## src/rtl/nes_clk_enable_gen.sv

```systemverilog
// Master-clock enable generator for the NES core: PPU dot and CPU enables, M2 phase,
// PLL-lock reset sequencing, and run/halt/single-step control on CPU-cycle boundaries.
module nes_clk_enable_gen #(
   parameter int unsigned CpuDiv  = 12,
   parameter int unsigned PpuDiv  = 4,
   parameter int unsigned RstHold = 16,
   parameter int unsigned CycW    = 16
) (
   input  logic            clk_i,
   input  logic            rst_i,
   input  logic            pll_locked_i,
   input  logic            run_i,
   input  logic            step_req_i,
   output logic            rst_out_o,
   output logic            ppu_ce_o,
   output logic            cpu_ce_o,
   output logic            m2_o,
   output logic            halted_o,
   output logic            step_done_o,
   output logic [CycW-1:0] cpu_cycles_o
);

   localparam int unsigned CntW  = (CpuDiv > 1) ? $clog2(CpuDiv) : 1;
   localparam int unsigned HoldW = $clog2(RstHold + 1);

   localparam logic [CntW-1:0]  CntLast  = CntW'(CpuDiv - 1);
   localparam logic [CntW-1:0]  CntHalf  = CntW'(CpuDiv / 2);
   localparam logic [HoldW-1:0] HoldLast = HoldW'(RstHold - 1);

   typedef enum logic [1:0] {
      StRstHold,
      StRun,
      StHalt,
      StStep
   } state_e;

   state_e           state_q, state_d;
   logic [CntW-1:0]  cnt_q, cnt_d;
   logic [HoldW-1:0] hold_q, hold_d;
   logic             rst_out_q, rst_out_d;
   logic             ppu_ce_q, ppu_ce_d;
   logic             cpu_ce_q, cpu_ce_d;
   logic             m2_q, m2_d;
   logic             halted_q, halted_d;
   logic             step_done_q, step_done_d;
   logic [CycW-1:0]  cpu_cycles_q, cpu_cycles_d;

   logic advance;
   logic at_last;
   logic ppu_hit;

   assign at_last = (cnt_q == CntLast);
   // Dot enable fires on the last master cycle of each dot so it lands on cnt 0, 4, 8 ...
   assign ppu_hit = ((32'(cnt_q) % PpuDiv) == (PpuDiv - 1));

   always_comb begin
      state_d      = state_q;
      cnt_d        = cnt_q;
      hold_d       = hold_q;
      rst_out_d    = rst_out_q;
      ppu_ce_d     = 1'b0;
      cpu_ce_d     = 1'b0;
      m2_d         = m2_q;
      halted_d     = 1'b0;
      step_done_d  = 1'b0;
      cpu_cycles_d = cpu_cycles_q;
      advance      = 1'b0;

      if (!pll_locked_i) begin
         state_d      = StRstHold;
         rst_out_d    = 1'b1;
         cnt_d        = '0;
         hold_d       = '0;
         m2_d         = 1'b0;
         cpu_cycles_d = '0;
      end else begin
         unique case (state_q)
            StRstHold: begin
               rst_out_d = 1'b1;
               if (hold_q == HoldLast) begin
                  rst_out_d = 1'b0;
                  hold_d    = '0;
                  state_d   = run_i ? StRun : StHalt;
               end else begin
                  hold_d = hold_q + 1'b1;
               end
            end
            StRun: begin
               advance = 1'b1;
               if (at_last && !run_i) begin
                  state_d = StHalt;
               end
            end
            StHalt: begin
               // run wins over a simultaneous step request; the request is dropped
               if (run_i) begin
                  state_d = StRun;
               end else if (step_req_i) begin
                  state_d = StStep;
               end
            end
            StStep: begin
               advance = 1'b1;
               if (at_last) begin
                  step_done_d = 1'b1;
                  state_d     = run_i ? StRun : StHalt;
               end
            end
         endcase

         if (advance) begin
            cnt_d    = at_last ? '0 : cnt_q + 1'b1;
            ppu_ce_d = ppu_hit;
            cpu_ce_d = at_last;
            m2_d     = (cnt_d >= CntHalf);
            if (at_last) begin
               cpu_cycles_d = cpu_cycles_q + 1'b1;
            end
         end

         halted_d = (state_d == StHalt);
      end
   end

   always_ff @(posedge clk_i or posedge rst_i) begin
      if (rst_i) begin
         state_q      <= StRstHold;
         cnt_q        <= '0;
         hold_q       <= '0;
         rst_out_q    <= 1'b1;
         ppu_ce_q     <= 1'b0;
         cpu_ce_q     <= 1'b0;
         m2_q         <= 1'b0;
         halted_q     <= 1'b0;
         step_done_q  <= 1'b0;
         cpu_cycles_q <= '0;
      end else begin
         state_q      <= state_d;
         cnt_q        <= cnt_d;
         hold_q       <= hold_d;
         rst_out_q    <= rst_out_d;
         ppu_ce_q     <= ppu_ce_d;
         cpu_ce_q     <= cpu_ce_d;
         m2_q         <= m2_d;
         halted_q     <= halted_d;
         step_done_q  <= step_done_d;
         cpu_cycles_q <= cpu_cycles_d;
      end
   end

   assign rst_out_o    = rst_out_q;
   assign ppu_ce_o     = ppu_ce_q;
   assign cpu_ce_o     = cpu_ce_q;
   assign m2_o         = m2_q;
   assign halted_o     = halted_q;
   assign step_done_o  = step_done_q;
   assign cpu_cycles_o = cpu_cycles_q;

endmodule
```

## config.mk

```make
export PLATFORM = sky130hd
export DESIGN_NAME = nes_clk_enable_gen
export DESIGN_NICKNAME = d
export VERILOG_FILES = /design/src/rtl/nes_clk_enable_gen.sv
export SDC_FILE = /design/constraint.sdc
export NUM_CORES = 1
export LEC_CHECK = 0
export CAP_MARGIN = 20
export CORE_ASPECT_RATIO = 1.2
export CORE_UTILIZATION = 50
export DETAILED_ROUTE_END_ITERATION = 10
export DONT_BUFFER_PORTS = 1
export HOLD_SLACK_MARGIN = 0.03
export PLACE_DENSITY = 0.68
export SLEW_MARGIN = 20
export SYNTH_ARGS = -nofsm -noshare
export SYNTH_HDL_FRONTEND = slang
export SYNTH_SLANG_ARGS = --single-unit
```

## constraint.sdc

```tcl
create_clock -name clk_i -period 1.6 [get_ports clk_i]
set_input_delay 0.32 -clock clk_i [delete_from_list [all_inputs] [get_ports clk_i]]
set_output_delay 0.32 -clock clk_i [all_outputs]
set_load 0.03 [all_outputs]
```

==> After elaboration in Yosys (flattened, before gate mapping) <==
Index checks and enable logic that the tools add are counted.
{ "word_totals": {"ff_bits": 33, "inputBits": 5, "output_inout_bits": 22, "word_cells": 62} }
{ "op_classes": {"addsub": 3, "n_lt_le_gt_ge": 1, "eq_ne": 10, "muxes": 33, "n_reduce_logical": 5} }
{ "ops": {"columns": ["cell", "n"], "rows": [
  ["$mux 16", 3],
  ["$add 16x1->16 const B", 1],
  ["$mux 2", 8],
  ["$mux 1", 15],
  ["$mux 5", 3],
  ["$mux 4", 3],
  ["$eq 2x2->1 const B", 4],
  ["$pmux 2 s4", 1],
  ["$ne 2x1->1 const B", 3],
  ["$add 5x1->5 const B", 1],
  ["$eq 5x4->1 const B", 1],
  ["$add 4x1->4 const B", 1],
  ["$eq 4x4->1 const B", 1],
  ["$ge 4x3->1 const B", 1],
  ["$eq 2x1->1 const B", 1],
  ["$logic_not 2->1", 1],
  ["$reduce_and 2->1", 1],
  ["$reduce_or 2->1", 1],
  ["$logic_and 1x1->1", 1],
  ["$logic_not 1->1", 1]
]} }

==> Logic depth before layout (Yosys ltp) <==
{ "depth": {"word_depth": 7, "depth_mapped": 7, "mapped_depth_nobuf": 6} }

==> Worst setup path before layout <==
No wires, ideal clock.
{ "synth_path": {"path_kind": "register to register", "start": "reg cnt_q[0]", "end": "reg cpu_cycles_q[15] (netlist: cpu_cycles_o[15])", "setup_time_ns": 0.124, "t_arrival_ns": 1.518, "t_required_ns": 1.476, "setup_slack_ns": -0.042, "path_stages_with_launch": 7, "n_path_buf": 1, "synth_period_minus_slack_ns": 1.642, "path_cell_list": "dfrtp_1 > ha_1 > buf_2 > nand4b_4 > a211oi_4 > nand4_1 > mux2i_1"} }
{ "synth_between": {"elab_chain_cells": 3} }
{ "synth_rtl": {"columns": ["element", "line_no", "rtl"], "rows": [
  ["from (decl)", "38", "logic [CntW-1:0] cnt_q, cnt_d;"],
  ["from (signal assigned)", "139", "cnt_q <= cnt_d;"],
  ["$eq 4x4->1", "52", "assign at_last = (cnt_q == CntLast);"],
  ["$ne 2x1->1 (no line)", null, null],
  ["$reduce_and 2->1 (no line)", null, null],
  ["to (signal assigned)", "147", "cpu_cycles_q <= cpu_cycles_d;"],
  ["to (decl)", "46", "logic [CycW-1:0] cpu_cycles_q, cpu_cycles_d;"]
]} }
No other way between the ends.
A chain may end at the register's enable or synchronous reset.

==> Worst setup path in the final report <==
{ "layout_path": {"start": "reg cnt_q[1]", "end": "reg cpu_cycles_q[5] (netlist: cpu_cycles_o[5])"} }
The elaborated chain is that of the path after synthesis.

==> flow_summary.toml <==
[run_status]
status = "finished clean"

[finish]
final_util_pct = 63.40
seqCellArea_um2 = 827.0
drive_gt1_share_pct = 22.66
nets = 211
multi_input_area_um2 = 813.3
fillCellCount = 260
diodes = 0
area_delta_synth_final_pct = 17.77

[floorplan]
die_h_um = 65.95
die_x_um = 55.30
die-area_um2 = 3647
start_util_pct = 53.83
core-area_um2 = 3166
rows = 22
num_io_pins = 27

[synth]
yosysTopAreaCell = "dfrtp_1"
ys_seq_elements = 33
netlist_area_um2 = 1704
async_flop_share_pct = 100.0
syn_nets = 184
synth_top_cell_area_share_pct = 46.99
ys_types = 38
synth_enable_flop_cells = 0
syn_area_per_cell_um2 = 9.738
synthFlopType = "dfrtp_1"
seq_area_frac_synth_pct = 48.53
syn_inst = 175
synth.yosys.warnings = 0
synthTopCellsByArea = "dfrtp_1, nand2_1, nor2_1"

[grt]
overflow = 0
grt_pass1_wl_mm = 5.989
grt_max_degree = 34
grt_pass1_vias = 1402
antenna_found_initial = 0
grtUsageTotal_pct = 21.29

[power_and_ir_drop]
swShare_pct = 27.00
ir_drop_mv = 0.6304
p_clk_share_pct = 30.2
comb_power_share_pct = 10.6
powerDensity_nw_per_um2 = 749.3
internal_power_w = 0.001098
p_sw_w = 0.0004060
power_frac_seq_pct = 59.2
p_leak_nw = 0.9319

[worst_setup_path]
arrival_ns = 1.80
r2r_setup_slack_ns = 0.03
r2r-end = "cpu_cycles_o[5]$_DFFE_PP0P_"
crit_type = "register to register"
crit_fanout = 7
endpoint = "cpu_cycles_o[5]$_DFFE_PP0P_"
crit_start = "cnt_q[1]$_DFFE_PP0P_"
setup.worst_path.end_class = "register"
worstPathCellList = "ha_4 -> nand4b_4 -> a211oi_4 -> buf_4 -> xnor2_2 -> nor2_1"
cp-start-kind = "register"
worstReg2RegStart = "cnt_q[1]$_DFFE_PP0P_"
max_stage_delay_ns = 0.40
worstPathRequired_ns = 1.83
ff2ff_path_depth = 6
crit_slowest_cell = "dfrtp_1"

[clock_network]
clkLatencyLatePin_ns = 0.33
clock_sinks = 33
htree_levels = 2
cts_root_buf = "clkbuf_4"
cts_tree = "yes"
cts_buffers = 5
cts.clk_slew.worst_paths_ns = 0.10
cts_buffer_depth = 2

[min_path]
hold_class = "input pin to register"

[detailed_routing]
initialDrtViolationCount = 24
vias = 1301
drt.antenna.violating_nets = 0
drc = 0
detail_route.vias_per_cell = 5.444
drtPass1Iterations = 4
wire_per_inst_um = 14.05
totalWireLength_mm = 3.359

[placed_design]
preCtsSetupSlack_ns = 0.01146
port_buffers = 0
place.gp.congestion = 0.8650
dp_hpwl_mm = 2.451

[sta]
hold_viol_final = 0
timing.final.crit_period_ns = 1.567
tightest_slew_ns = 0.4080
final.setup_skew_ns = 0.003717
rsz0062_at_grt = "true"
finalMaxSlewViolations = 0
clock.fmax_mhz = 638.3
setup_violations = 0
finalCritPeriodShare_pct = 97.92
setup_slack_ns = 0.03335
slew_headroom_pct = 72.80

[job]
maxCapViolCount = 0
## Yosys cell counts, types with 5 or more instances
cell,instances
a21oi_1,11
clkbuf_1,5
dfrtp_1,32
inv_1,9
nand2_1,19
nand3_1,10
nor2_1,19
o21ai_0,9
xnor2_1,7
## per-stage QoR
stage / instance area (um^2) / cells / total power [W] / hold slack [ns] / setup TNS [ns]
6_report: 2007 / 239 / 0.001504 / 0.05925 / 0
5_1_grt: 2007 / 239 / 0.001583 / 0.04214 / -0.1709
4_1_cts: 1979 / 238 / 0.001522 / 0.04839 / 0
3_5_place_dp: 1894 / 227 / 0.001059 / 0.3294 / 0
3_3_place_gp: 1894 / 227 / 0.001047 / 0.3195 / 0
2_1_floorplan: 1704 / 175 / 0.001010 / 0.3898 / -0.06546
## per-layer routing
layer	track usage, %	vias up	share of wire [%]	routed length, um
met5	0	-	0	0
met4	9.063	0	2.0	66
met3	8.023	8	5.8	196
met2	35.84	27	49	1639
met1	24.30	611	43	1457
li1	-	655	-	-
## worst min path at each step
stage | startpoint | endpoint | slack (ns) | cells after the start
2_1_floorplan | run_i | halted_o$_DFF_PP0_ | 0.39 | 1
3_3_place_gp | rst_i | hold_q[2]$_DFFE_PP0P_ | 0.32 | 2
3_5_place_dp | rst_i | cpu_cycles_o[14]$_DFFE_PP0P_ | 0.33 | 2
4_1_cts | run_i | state_q[1]$_DFF_PP0_ | 0.05 | 1
5_1_grt | run_i | state_q[1]$_DFF_PP0_ | 0.04 | 1
6_report | run_i | state_q[1]$_DFF_PP0_ | 0.06 | 1
## area by class of cell
type	count	share of cell area (%)
clock buffers	5	1.870
clock inverters	3	0.8728
multi-input cells	123	40.52
inverters	9	1.683
well taps	36	2.244
flip-flops and latches	33	41.21
repair buffers	30	11.60
## cells by family (layout without fill, tap and decap cells)
| kind of cell | Yosys count | count (layout) | share of synthesized area, % |
|---|---|---|---|
| AO/OA/AOI/OAI | 36 | 36 | 15.05 |
| adder cells (fa/ha/maj) | 4 | 4 | 2.937 |
| multiplexers | 6 | 6 | 3.671 |
| XOR/XNOR | 10 | 10 | 5.140 |
| flip-flops | 33 | 33 | 48.53 |
| AND/OR/NAND/NOR | 67 | 67 | 19.75 |
| buffers and inverters | 19 | 47 | 4.919 |
## sequential cells by signal, indices dropped and copies added, names as in the netlist
register,cells
cpu_cycles_o,16
hold_q,5
cnt_q,4
state_q,2
cpu_ce_o,1
halted_o,1
m2_o,1
ppu_ce_o,1
rst_out_o,1
step_done_o,1
## power by group through the flow
| stage | clock [W] | combinational [W] | sequential [W] |
|---|---|---|---|
| floorplan | 0 | 0.000112 | 0.000898 |
| global placement | 0 | 0.000144 | 0.000903 |
| detailed placement | 0 | 0.000155 | 0.000904 |
| CTS | 0.000473 | 0.000161 | 0.000888 |
| global route | 0.000508 | 0.000181 | 0.000894 |
| finish | 0.000455 | 0.000159 | 0.000890 |
## placed cells by master (no fill, tap or decap), types with 2 or more instances in the layout
master | Yosys | routed
xnor2_1 | 7 | 6
nor3b_1 | 2 | 2
ha_1 | 4 | 3
nor3_1 | 2 | 2
a21o_1 | 3 | 3
nand2_1 | 19 | 19
clkbuf_4 | 0 | 5
o21a_1 | 2 | 2
inv_1 | 9 | 9
nand3_1 | 10 | 10
o21ai_0 | 9 | 9
mux2_2 | 2 | 2
mux2i_1 | 4 | 4
nand2b_1 | 2 | 2
buf_4 | 0 | 27
nor2_1 | 19 | 19
dlygate4sd3_1 | 0 | 3
xor2_1 | 3 | 3
dfrtp_1 | 32 | 32
nand4_1 | 4 | 4
a2111oi_2 | 3 | 3
a21oi_1 | 11 | 11
a211oi_1 | 3 | 3
clkinv_2 | 0 | 2
## worst max-delay path, delay by kind of cell, from the launching register on
kind	cells	cell delay, ns
xor gates and xnor gates	1	0.09
DFF	1	0.40
AOI/OAI and AO/OA	1	0.38
buffers and inverters	1	0.18
adders and majority gates	1	0.16
and+or+nand+nor	2	0.24
## timing repair
action	CTS	global route
hold buffers	3	0
setup buffers	0	1
hold endpoints to repair	34	0
resized for setup	0	3
setup endpoints to repair	0	9
Note: power is estimated with default switching activity, not from simulation.
